--- src/rtl/decode_queue_pkg.sv ---
// Shared decode types for the fetch/execute decode stage: instruction view,
// control word layout, queue entry, exception codes and the opcode table.
package def;

  localparam int unsigned INST_W  = 32;
  localparam int unsigned CTRL_W  = 31;
  // Stored PC width; the queue's PC_W parameter must not exceed this.
  localparam int unsigned DQ_PC_W = 32;

  // Instruction word, R-type field view (I/J immediates overlay rd/sa/fcode).
  typedef struct packed {
    logic [5:0] op;
    logic [4:0] rs;
    logic [4:0] rt;
    logic [4:0] rd;
    logic [4:0] sa;
    logic [5:0] fcode;
  } c_inst;

  // Decoded control word, 31 bits, MSB first.
  typedef struct packed {
    logic [4:0] aluop;  // [30:26]
    logic [1:0] rd;     // [25:24] destination select
    logic [1:0] am;     // [23:22] ALU A source
    logic [1:0] ab;     // [21:20] ALU B source
    logic [2:0] ime;    // [19:17] immediate / multiply mode
    logic [2:0] mem;    // [16:14] memory op
    logic [1:0] wb;     // [13:12] writeback source
    logic [2:0] brt;    // [11:9]  branch type
    logic [1:0] je;     // [8:7]   jump kind
    logic [3:0] pisb;   // [6:3]   privileged: eret/ri/syscall/break
    logic [2:0] hilo;   // [2:0]   HI/LO accumulate op
  } ctrl;

  // Field positions within the packed control word.
  localparam int unsigned PISB_LSB = 3;
  localparam int unsigned PISB_W   = 4;
  localparam int unsigned JE_LSB   = 7;
  localparam int unsigned JE_W     = 2;
  localparam int unsigned BRT_LSB  = 9;
  localparam int unsigned BRT_W    = 3;

  typedef enum logic [1:0] {
    EXC_NONE = 2'b00,
    EXC_RI   = 2'b01,
    EXC_SYS  = 2'b10,
    EXC_BRK  = 2'b11
  } exc_t;

  typedef struct packed {
    ctrl                 ctl;
    c_inst               inst;
    logic [DQ_PC_W-1:0]  pc;
    exc_t                exc;
    logic                bd;
  } dq_entry_t;

  // Opcodes
  localparam logic [5:0] OP_SPECIAL  = 6'b000000;
  localparam logic [5:0] OP_REGIMM   = 6'b000001;
  localparam logic [5:0] OP_J        = 6'b000010;
  localparam logic [5:0] OP_JAL      = 6'b000011;
  localparam logic [5:0] OP_BEQ      = 6'b000100;
  localparam logic [5:0] OP_BNE      = 6'b000101;
  localparam logic [5:0] OP_ADDI     = 6'b001000;
  localparam logic [5:0] OP_ADDIU    = 6'b001001;
  localparam logic [5:0] OP_SLTI     = 6'b001010;
  localparam logic [5:0] OP_SLTIU    = 6'b001011;
  localparam logic [5:0] OP_ANDI     = 6'b001100;
  localparam logic [5:0] OP_ORI      = 6'b001101;
  localparam logic [5:0] OP_XORI     = 6'b001110;
  localparam logic [5:0] OP_LUI      = 6'b001111;
  localparam logic [5:0] OP_COP0     = 6'b010000;
  localparam logic [5:0] OP_SPECIAL2 = 6'b011100;
  localparam logic [5:0] OP_LW       = 6'b100011;
  localparam logic [5:0] OP_SW       = 6'b101011;

  // Function codes
  localparam logic [5:0] FN_SLL     = 6'b000000;
  localparam logic [5:0] FN_SRL     = 6'b000010;
  localparam logic [5:0] FN_SRA     = 6'b000011;
  localparam logic [5:0] FN_JR      = 6'b001000;
  localparam logic [5:0] FN_JALR    = 6'b001001;
  localparam logic [5:0] FN_SYSCALL = 6'b001100;
  localparam logic [5:0] FN_BREAK   = 6'b001101;
  localparam logic [5:0] FN_ERET    = 6'b011000;
  localparam logic [5:0] FN_ADD     = 6'b100000;
  localparam logic [5:0] FN_ADDU    = 6'b100001;
  localparam logic [5:0] FN_SUB     = 6'b100010;
  localparam logic [5:0] FN_SUBU    = 6'b100011;
  localparam logic [5:0] FN_AND     = 6'b100100;
  localparam logic [5:0] FN_OR      = 6'b100101;
  localparam logic [5:0] FN_XOR     = 6'b100110;
  localparam logic [5:0] FN_NOR     = 6'b100111;
  localparam logic [5:0] FN_SLT     = 6'b101010;
  localparam logic [5:0] FN_SLTU    = 6'b101011;
  localparam logic [5:0] FN2_MADD   = 6'b000000;
  localparam logic [5:0] FN2_MADDU  = 6'b000001;

  localparam logic [4:0] RS_MFC0  = 5'b00000;
  localparam logic [4:0] RS_MTC0  = 5'b00100;
  localparam logic [4:0] RS_CO    = 5'b10000;
  localparam logic [4:0] RT_BLTZ  = 5'b00000;
  localparam logic [4:0] RT_BGEZ  = 5'b00001;

  // Control field encodings
  localparam logic [4:0] ALU_ADD = 5'd0,  ALU_SUB = 5'd1,  ALU_AND = 5'd2,  ALU_OR = 5'd3;
  localparam logic [4:0] ALU_XOR = 5'd4,  ALU_NOR = 5'd5,  ALU_SLT = 5'd6,  ALU_SLTU = 5'd7;
  localparam logic [4:0] ALU_SLL = 5'd8,  ALU_SRL = 5'd9,  ALU_SRA = 5'd10, ALU_LUI = 5'd11;
  localparam logic [4:0] ALU_MADD = 5'd12, ALU_MADDU = 5'd13;

  localparam logic [1:0] RD_NONE = 2'b00, RD_RD = 2'b01, RD_RT = 2'b10, RD_R31 = 2'b11;
  localparam logic [1:0] AM_ZERO = 2'b00, AM_RS = 2'b01, AM_SA = 2'b10, AM_PC = 2'b11;
  localparam logic [1:0] AB_IMM = 2'b00, AB_RT = 2'b01, AB_FOUR = 2'b10;
  localparam logic [2:0] IME_NONE = 3'b000, IME_SEXT = 3'b001, IME_ZEXT = 3'b010;
  localparam logic [2:0] IME_LUI = 3'b011, IME_MAC = 3'b100;
  localparam logic [2:0] MEM_LW = 3'b001, MEM_SW = 3'b010;
  localparam logic [1:0] WB_ALU = 2'b01, WB_MEM = 2'b10, WB_COP0 = 2'b11;
  localparam logic [2:0] BRT_BEQ = 3'd1, BRT_BNE = 3'd2, BRT_BLTZ = 3'd3, BRT_BGEZ = 3'd4;
  localparam logic [1:0] JE_IMM = 2'b01, JE_REG = 2'b10;
  localparam logic [3:0] PISB_ERET = 4'b1000, PISB_RI = 4'b0100;
  localparam logic [3:0] PISB_SYS = 4'b0010, PISB_BRK = 4'b0001;
  localparam logic [2:0] HILO_MADD = 3'b001, HILO_MADDU = 3'b010;

  // Register-register ALU operation writing rd.
  function automatic ctrl r_alu(input logic [4:0] op);
    ctrl c;
    c       = '0;
    c.aluop = op;
    c.rd    = RD_RD;
    c.am    = AM_RS;
    c.ab    = AB_RT;
    c.wb    = WB_ALU;
    return c;
  endfunction

  // Register-immediate ALU operation writing rt.
  function automatic ctrl i_alu(input logic [4:0] op, input logic [2:0] ime);
    ctrl c;
    c       = '0;
    c.aluop = op;
    c.rd    = RD_RT;
    c.am    = AM_RS;
    c.ab    = AB_IMM;
    c.ime   = ime;
    c.wb    = WB_ALU;
    return c;
  endfunction

  // Conditional branch comparing rs against rt (or zero).
  function automatic ctrl br(input logic [2:0] brt);
    ctrl c;
    c       = '0;
    c.aluop = ALU_SUB;
    c.am    = AM_RS;
    c.ab    = AB_RT;
    c.ime   = IME_SEXT;
    c.brt   = brt;
    return c;
  endfunction

  // Exception code carried with an entry; ERET and ordinary words give none.
  function automatic exc_t pisb_to_exc(input logic [PISB_W-1:0] pisb);
    exc_t e;
    e = EXC_NONE;
    case (pisb)
      PISB_RI:  e = EXC_RI;
      PISB_SYS: e = EXC_SYS;
      PISB_BRK: e = EXC_BRK;
      default:  e = EXC_NONE;
    endcase
    return e;
  endfunction

endpackage

--- src/rtl/decode_queue_dec.sv ---
// Combinational opcode/FCODE/RT/RS decode table. Anything not listed decodes
// to the not-implemented word. SPECIAL2 multiply-accumulate is decoded only
// when DEC_SPECIAL2_EN is defined.
module dec_table
  import def::*;
(
  input  c_inst inst,
  output ctrl   ctl_c
);

  // rd/sa are datapath operands, not decode selectors
  logic unused_fields_c;
  assign unused_fields_c = ^{inst.rd, inst.sa};

  // Opcode table lookup, not-implemented by default
  always_comb begin
    ctl_c      = '0;
    ctl_c.pisb = PISB_RI;
    case (inst.op)
      OP_SPECIAL: begin
        case (inst.fcode)
          FN_ADD, FN_ADDU: ctl_c = r_alu(ALU_ADD);
          FN_SUB, FN_SUBU: ctl_c = r_alu(ALU_SUB);
          FN_AND:          ctl_c = r_alu(ALU_AND);
          FN_OR:           ctl_c = r_alu(ALU_OR);
          FN_XOR:          ctl_c = r_alu(ALU_XOR);
          FN_NOR:          ctl_c = r_alu(ALU_NOR);
          FN_SLT:          ctl_c = r_alu(ALU_SLT);
          FN_SLTU:         ctl_c = r_alu(ALU_SLTU);
          FN_SLL: begin ctl_c = r_alu(ALU_SLL); ctl_c.am = AM_SA; end
          FN_SRL: begin ctl_c = r_alu(ALU_SRL); ctl_c.am = AM_SA; end
          FN_SRA: begin ctl_c = r_alu(ALU_SRA); ctl_c.am = AM_SA; end
          FN_JR: begin
            ctl_c    = '0;
            ctl_c.am = AM_RS;
            ctl_c.je = JE_REG;
          end
          FN_JALR: begin
            ctl_c    = '0;
            ctl_c.rd = RD_RD;
            ctl_c.am = AM_PC;
            ctl_c.ab = AB_FOUR;
            ctl_c.wb = WB_ALU;
            ctl_c.je = JE_REG;
          end
          FN_SYSCALL: begin ctl_c = '0; ctl_c.pisb = PISB_SYS; end
          FN_BREAK:   begin ctl_c = '0; ctl_c.pisb = PISB_BRK; end
          default: ;
        endcase
      end
      OP_REGIMM: begin
        case (inst.rt)
          RT_BLTZ: ctl_c = br(BRT_BLTZ);
          RT_BGEZ: ctl_c = br(BRT_BGEZ);
          default: ;
        endcase
      end
      OP_J: begin ctl_c = '0; ctl_c.je = JE_IMM; end
      OP_JAL: begin
        ctl_c    = '0;
        ctl_c.rd = RD_R31;
        ctl_c.am = AM_PC;
        ctl_c.ab = AB_FOUR;
        ctl_c.wb = WB_ALU;
        ctl_c.je = JE_IMM;
      end
      OP_BEQ:   ctl_c = br(BRT_BEQ);
      OP_BNE:   ctl_c = br(BRT_BNE);
      OP_ADDI, OP_ADDIU: ctl_c = i_alu(ALU_ADD, IME_SEXT);
      OP_SLTI:  ctl_c = i_alu(ALU_SLT, IME_SEXT);
      OP_SLTIU: ctl_c = i_alu(ALU_SLTU, IME_SEXT);
      OP_ANDI:  ctl_c = i_alu(ALU_AND, IME_ZEXT);
      OP_ORI:   ctl_c = i_alu(ALU_OR, IME_ZEXT);
      OP_XORI:  ctl_c = i_alu(ALU_XOR, IME_ZEXT);
      OP_LUI:   ctl_c = i_alu(ALU_LUI, IME_LUI);
      OP_LW: begin
        ctl_c     = i_alu(ALU_ADD, IME_SEXT);
        ctl_c.mem = MEM_LW;
        ctl_c.wb  = WB_MEM;
      end
      OP_SW: begin
        ctl_c     = i_alu(ALU_ADD, IME_SEXT);
        ctl_c.rd  = RD_NONE;
        ctl_c.wb  = 2'b00;
        ctl_c.mem = MEM_SW;
      end
      OP_COP0: begin
        case (inst.rs)
          RS_MFC0: begin
            ctl_c    = '0;
            ctl_c.rd = RD_RT;
            ctl_c.wb = WB_COP0;
          end
          RS_MTC0: begin
            ctl_c    = '0;
            ctl_c.ab = AB_RT;
          end
          RS_CO: begin
            if (inst.fcode == FN_ERET) begin
              ctl_c      = '0;
              ctl_c.pisb = PISB_ERET;
            end
          end
          default: ;
        endcase
      end
`ifdef DEC_SPECIAL2_EN
      OP_SPECIAL2: begin
        if (inst.fcode == FN2_MADD || inst.fcode == FN2_MADDU) begin
          ctl_c       = '0;
          ctl_c.aluop = (inst.fcode == FN2_MADD) ? ALU_MADD : ALU_MADDU;
          ctl_c.rd    = RD_RD;
          ctl_c.am    = AM_RS;
          ctl_c.ab    = AB_RT;
          ctl_c.ime   = IME_MAC;
          ctl_c.hilo  = (inst.fcode == FN2_MADD) ? HILO_MADD : HILO_MADDU;
        end
      end
`else
      OP_SPECIAL2: ctl_c.pisb = PISB_RI;
`endif
      default: ;
    endcase
  end

endmodule

--- src/rtl/decode_queue.sv ---
// Decode stage between fetch and execute: decodes each accepted word once and
// buffers {ctrl, inst, pc, exc, bd} in a DEPTH-entry circular queue with
// valid/ready on both sides and a synchronous flush.
// Optional feature macro: DEC_SPECIAL2_EN (SPECIAL2 MADD/MADDU decode).
module decode_queue
  import def::*;
#(
  parameter int unsigned DEPTH = 4,
  parameter int unsigned PC_W  = 32
) (
  input  logic                         clk,
  input  logic                         reset_n,
  input  logic                         in_valid,
  output logic                         in_ready,
  input  logic [31:0]                  in_inst,
  input  logic [PC_W-1:0]              in_pc,
  output logic                         out_valid,
  input  logic                         out_ready,
  output ctrl                          out_ctrl,
  output logic [31:0]                  out_inst,
  output logic [PC_W-1:0]              out_pc,
  output logic [1:0]                   out_exc,
  output logic                         out_bd,
  input  logic                         flush,
  output logic [$clog2(DEPTH+1)-1:0]   count
);

  localparam int unsigned PTR_W = $clog2(DEPTH);
  localparam int unsigned CNT_W = $clog2(DEPTH+1);

  dq_entry_t          mem_q [DEPTH];
  dq_entry_t          mem_d [DEPTH];
  logic [PTR_W-1:0]   wr_ptr_q, wr_ptr_d;
  logic [PTR_W-1:0]   rd_ptr_q, rd_ptr_d;
  logic [CNT_W-1:0]   count_q, count_d;
  logic               bd_pend_q, bd_pend_d;

  c_inst              in_inst_c;
  ctrl                dec_ctl_c;
  logic [CTRL_W-1:0]  dec_vec_c;
  logic               dec_xfer_c;
  dq_entry_t          new_entry_c;
  dq_entry_t          head_c;
  logic               push_c;
  logic               pop_c;

  assign in_inst_c = c_inst'(in_inst);

  dec_table u_dec_table (
    .inst  (in_inst_c),
    .ctl_c (dec_ctl_c)
  );

  // Incoming word plus its delay-slot status, ready to be written
  always_comb begin
    dec_vec_c        = dec_ctl_c;
    dec_xfer_c       = (dec_vec_c[BRT_LSB +: BRT_W] != '0) || (dec_vec_c[JE_LSB +: JE_W] != '0);
    new_entry_c      = '0;
    new_entry_c.ctl  = dec_ctl_c;
    new_entry_c.inst = in_inst_c;
    new_entry_c.pc   = DQ_PC_W'(in_pc);
    new_entry_c.exc  = pisb_to_exc(dec_vec_c[PISB_LSB +: PISB_W]);
    new_entry_c.bd   = bd_pend_q;
  end

  assign in_ready  = (count_q < CNT_W'(DEPTH));
  assign out_valid = (count_q != '0);
  assign push_c    = in_valid && in_ready && !flush;
  assign pop_c     = out_valid && out_ready && !flush;

  // Next-state for storage, pointers, occupancy and delay-slot tracking
  always_comb begin
    mem_d     = mem_q;
    wr_ptr_d  = wr_ptr_q;
    rd_ptr_d  = rd_ptr_q;
    count_d   = count_q;
    bd_pend_d = bd_pend_q;
    if (flush) begin
      wr_ptr_d  = '0;
      rd_ptr_d  = '0;
      count_d   = '0;
      bd_pend_d = 1'b0;
    end else begin
      if (push_c) begin
        mem_d[wr_ptr_q] = new_entry_c;
        wr_ptr_d        = wr_ptr_q + PTR_W'(1);
        bd_pend_d       = dec_xfer_c;
      end
      if (pop_c) begin
        rd_ptr_d = rd_ptr_q + PTR_W'(1);
      end
      case ({push_c, pop_c})
        2'b10:   count_d = count_q + CNT_W'(1);
        2'b01:   count_d = count_q - CNT_W'(1);
        default: count_d = count_q;
      endcase
    end
  end

  // State registers, storage cleared on reset
  always_ff @(posedge clk or negedge reset_n) begin
    if (!reset_n) begin
      for (int i = 0; i < int'(DEPTH); i++) begin
        mem_q[i] <= '0;
      end
      wr_ptr_q  <= '0;
      rd_ptr_q  <= '0;
      count_q   <= '0;
      bd_pend_q <= 1'b0;
    end else begin
      mem_q     <= mem_d;
      wr_ptr_q  <= wr_ptr_d;
      rd_ptr_q  <= rd_ptr_d;
      count_q   <= count_d;
      bd_pend_q <= bd_pend_d;
    end
  end

  // Head entry straight from storage; meaningless while empty
  assign head_c   = mem_q[rd_ptr_q];
  assign out_ctrl = head_c.ctl;
  assign out_inst = head_c.inst;
  assign out_pc   = PC_W'(head_c.pc);
  assign out_exc  = head_c.exc;
  assign out_bd   = head_c.bd;
  assign count    = count_q;

endmodule

--- config.mk ---
export PLATFORM = sky130hd
export DESIGN_NAME = decode_queue
export DESIGN_NICKNAME = d
export VERILOG_FILES = /design/src/rtl/decode_queue_pkg.sv /design/src/rtl/decode_queue_dec.sv /design/src/rtl/decode_queue.sv
export SDC_FILE = /design/constraint.sdc
export NUM_CORES = 1
export LEC_CHECK = 0
export BUFFER_PORTS_ARGS = -buffer_cell sky130_fd_sc_hd__buf_2
export CAP_MARGIN = 20
export CORE_ASPECT_RATIO = 1.25
export CORE_MARGIN = 2
export CORE_UTILIZATION = 45
export DETAILED_ROUTE_END_ITERATION = 8
export HOLD_SLACK_MARGIN = 0.03
export PLACE_DENSITY = 0.63
export SYNTH_ARGS = -nofsm -noshare
export SYNTH_HDL_FRONTEND = slang
export SYNTH_HIERARCHICAL = 1
export SYNTH_SLANG_ARGS = --single-unit
--- constraint.sdc ---
create_clock -name clk -period 4.2 [get_ports clk]
set_input_delay 0.21 -clock clk [delete_from_list [all_inputs] [get_ports clk]]
set_output_delay 0.21 -clock clk [all_outputs]
set_load 0.02 [all_outputs]
==> run summary <==
The starting DRC count in detailed routing is 1,101. The fraction of layout instances using a drive strength above 1 is 0.166. The wire length after detailed routing came out at 50.6 mm. 0 antenna diodes ended up in the layout.

The worst register-to-register path ends at mem_q[108]. The number of remaining DRC errors is 0. Before antenna repair, the detailed router went through 4 iterations. Based on the critical path, the design can be clocked at up to 356 MHz.

The least setup slack across all paths after layout is 1.39 ns. For this run, global-route usage on met2 was measured as 0.398. 172 I/O pins were placed. After synthesis the netlist holds a flip-flop and latch count of 400. Data arrives at the worst endpoint at 2.60 ns. The H-tree depth is 2.

The number of warnings printed during yosys synthesis came out at 6. The width of the die came out at 185 um. Across every metal layer, demand over resource in global routing totals 0.242. The final number of setup-violating endpoints is 0.

From bottom edge to top edge, the die measures 230 um. Routability-driven placement finished with a final weighted congestion of 0.837. The number of sinks handled by clock tree synthesis came out at 400.

The leakage power summed over all cells is 11.3 nW. The synthesized netlist cell count is 1,967. Of the post-synthesis cell area, the dominant cell type holds 0.544.

The most used flip-flop cell after synthesis is sky130_fd_sc_hd__dfrtp_1. The highest cell delay on the worst timing path is 0.91 ns. The worst-case IR drop observed on VDD is 0.298 mV.

The worst flop-to-flop path startpoint is count[2]. The minimum setup slack after placement came out at 1.65 ns. The later-pin clock latency in the skew report is 0.54 ns. The HPWL after detailed placement came out at 29.0 mm. The final net count is 2,219. Yosys mapped a number of flops with a built-in enable equal to 0. The path class of the tightest hold or removal check is in2reg. The total number of placement rows is 82. The total setup buffers inserted after CTS came out at 0.

Sorting the synthesized cells by how often they occur yields sky130_fd_sc_hd__nand2_1, sky130_fd_sc_hd__dfrtp_1, sky130_fd_sc_hd__mux4_2, sky130_fd_sc_hd__clkbuf_1, sky130_fd_sc_hd__buf_2. The count of nets left with antenna violations once routing finished came out at 0. The flow ran to the end, and the final reports show no timing, DRC or antenna violations. The sum of buffers and inverters on the critical path is 2. Among all cell types in the netlist, the one instantiated most often is sky130_fd_sc_hd__nand2_1. The CTS tree is built. The sequential fraction of the synthesis area is 0.544. The number of global-route vias before repair was 14,501. The remaining global-route overflow is 0. The setup path with the least slack is of type reg2out. The setup skew after layout is 0.0107 ns.

STA classifies the critical path startpoint as a flop. The setup check on the worst reg-to-reg path leaves a slack of 1.75 ns. The synthesized cell area came out at 18,400 um^2. After synthesis, the cell types taking the most area are sky130_fd_sc_hd__dfrtp_1, sky130_fd_sc_hd__nand2_1, sky130_fd_sc_hd__mux4_2, sky130_fd_sc_hd__buf_6, sky130_fd_sc_hd__clkbuf_1. The total CTS buffers came out at 42. In the final timing run, aggregate negative setup slack is 0 ns. The worst endpoint required time is 3.99 ns. The biggest area contributor in the post-synthesis netlist is sky130_fd_sc_hd__dfrtp_1. The met3 demand-to-capacity share in global routing came out at 0.0393. The number of cells on the critical path is 3. The startpoint of the most critical hold path is out_ready. The largest fanout of any net on the critical path is 58. The clock-pin transition on the worst setup and hold timing paths came out at 0.06 ns. The total vias in the final route is 14,313. The slew at the pin with the worst max-slew slack is 0.959 ns. In the global route stage, met1 resource usage came out at 0.327.

The part of the cycle the worst path needs is 0.669. The clock passes through at most 3 buffers. The async set-or-reset flop fraction in the synthesized netlist came out at 1.00. The number of maximum-capacitance constraint violations came out at 0. The number of antenna violations at the first check in global routing is 1. The area added between synthesis and finish came out at 16.9%. Setup repair after global routing left no endpoint under its margin. In this run the power density over the cells is 534 nW/um^2. The maximum number of pins on one net before global-route repair is 119. Synthesis instantiated 55 different standard cells from the library. Among all stages on the critical path, the largest delay is contributed by sky130_fd_sc_hd__dfrtp_4. The remaining max-slew budget at the tightest pin is 0.360. In this design, the largest share of critical-path delay is due to flip-flops. Walking the worst path, the cells encountered are buf_12 > mux4_2 > buf_2. The total count of max-transition violations in the final report was 0. The post-layout minimum cycle time came out at 2.81 ns.

The starting density of the core came out at 0.457. The region available for standard cell placement spans 40,200 um^2. The number of cells on the worst reg-to-reg path is 6.

The worst hold path passes through 4 cells. The floorplan step defined a die boundary enclosing 42,500 um^2. The number of failing hold endpoints at the final stage came out at 0.

The count of input and output buffers is 171. STA classifies the critical path endpoint as an output pin. The average via count per standard cell came out at 5.26. The final routed wire length divided by cell count came out at 18.6 um. The first-pass GRT wire length is 80.0 mm. The worst hold path terminates at count[0]. CTS placed an instance of sky130_fd_sc_hd__clkbuf_16 at the clock tree root.

After global routing, the most crowded layer is met2. The mean instance size in the synthesized netlist came out at 9.35 um^2.
-- cell usage in the layout, fill, tap and decap left out, types with 3 or more instances in the layout --
| cell | count |
|---|---|
| sky130_fd_sc_hd__nand3_1 | 6 |
| sky130_fd_sc_hd__nand2b_1 | 8 |
| sky130_fd_sc_hd__a21oi_1 | 9 |
| sky130_fd_sc_hd__clkinvlp_4 | 4 |
| sky130_fd_sc_hd__and2_1 | 3 |
| sky130_fd_sc_hd__mux4_2 | 98 |
| sky130_fd_sc_hd__clkbuf_16 | 42 |
| sky130_fd_sc_hd__ha_1 | 4 |
| sky130_fd_sc_hd__buf_12 | 8 |
| sky130_fd_sc_hd__nand3b_1 | 3 |
| sky130_fd_sc_hd__nor4_1 | 4 |
| sky130_fd_sc_hd__clkbuf_8 | 4 |
| sky130_fd_sc_hd__a31oi_1 | 4 |
| sky130_fd_sc_hd__and3_1 | 4 |
| sky130_fd_sc_hd__dlygate4sd3_1 | 66 |
| sky130_fd_sc_hd__xor2_1 | 3 |
| sky130_fd_sc_hd__and2_4 | 4 |
| sky130_fd_sc_hd__clkbuf_1 | 14 |
| sky130_fd_sc_hd__conb_1 | 6 |
| sky130_fd_sc_hd__xnor2_1 | 4 |
| sky130_fd_sc_hd__or3_1 | 5 |
| sky130_fd_sc_hd__nand2_1 | 1177 |
| sky130_fd_sc_hd__nor2b_1 | 7 |
| sky130_fd_sc_hd__buf_2 | 170 |
| sky130_fd_sc_hd__nor3_1 | 8 |
| sky130_fd_sc_hd__nand2_4 | 3 |
| sky130_fd_sc_hd__dfrtp_1 | 398 |
| sky130_fd_sc_hd__nor2_1 | 19 |
| sky130_fd_sc_hd__inv_1 | 6 |
| sky130_fd_sc_hd__o21ai_0 | 20 |
| sky130_fd_sc_hd__clkinv_2 | 4 |
| sky130_fd_sc_hd__buf_4 | 12 |
-- metrics by stage --
stage | power [mW] | hold slack (ns) | cells | utilization | area [um^2]
finish | 11.5 | 0.0714 | 2720 | 0.535 | 21500
global placement | 7.79 | 0.272 | 2581 | 0.486 | 19600
CTS | 11.6 | 0.0419 | 2720 | 0.535 | 21500
global route | 12.1 | 0.0857 | 2720 | 0.535 | 21500
floorplan | 7.05 | -0.0856 | 1972 | - | 18400
detailed placement | 7.92 | 0.283 | 2581 | 0.486 | 19600
-- kinds of logic (layout without fill, tap and decap cells) --
kind of cell / Yosys count / count (layout) / share of synthesized area
AND/OR/NAND/NOR: 1263 / 1263 / 0.267
flip-flops: 400 / 400 / 0.544
XOR/XNOR: 7 / 7 / 0.00333
adder cells (fa/ha/maj): 5 / 5 / 0.00381
buffers and inverters: 134 / 336 / 0.0403
multiplexers: 100 / 100 / 0.121
AO/OA/AOI/OAI: 57 / 57 / 0.0207
other: 1 / 6 / 0.000204
-- layer usage --
layer | routed length, um | part of all wire
met3 | 3100 | 0.061
met5 | 13 | 0.00026
met2 | 24500 | 0.48
met4 | 1600 | 0.032
met1 | 21400 | 0.42
-- worst max-delay path by stage --
stage | to | start | slack [ns]
2_1_floorplan | mem_q[296] | in_inst[0] | 1.85
3_3_place_gp | mem_q[1] | in_inst[3] | 1.67
3_5_place_dp | mem_q[197] | in_inst[3] | 1.65
4_1_cts | out_ctrl[4] | rd_ptr_q[1] | 1.39
5_1_grt | out_ctrl[4] | rd_ptr_q[1] | 1.31
6_report | out_ctrl[3] | rd_ptr_q[1] | 1.39
-- power breakdown --
group | leakage (nW) | switching [mW] | internal (mW)
Combinational | 5.39 | 1.49 | 1.11
Clock | 0.623 | 1.55 | 2.05
Sequential | 5.26 | 0.492 | 4.79
Total | 11.3 | 3.53 | 7.95
-- flip-flops by register name (all words and copies together) (netlist names) --
| register | cells |
|---|---|
| mem_q | 392 |
| count | 3 |
| rd_ptr_q | 2 |
| wr_ptr_q | 2 |
| bd_pend_q | 1 |
-- tightest hold or removal path: stages --
cell                      delay, ns
sky130_fd_sc_hd__buf_2         0.17
sky130_fd_sc_hd__xor2_1        0.08
sky130_fd_sc_hd__nand2_1       0.06
sky130_fd_sc_hd__a21oi_1       0.05
-- final cells by class --
class                      count  area [um^2]
clock buffer                  60         1160
tap                          546          683
clock inverter                13          144
inverter                       6         22.5
multi-input combinational   1438         7710
timing repair buffer         257         1780
fill                        3657        18700
sequential                   400        10000
-- timing repair --
action,4_1_cts,5_1_grt
gates resized for setup,0,0
hold buffers,66,0
endpoints found under the hold margin,348,0
(Power assumes the default switching activity.)
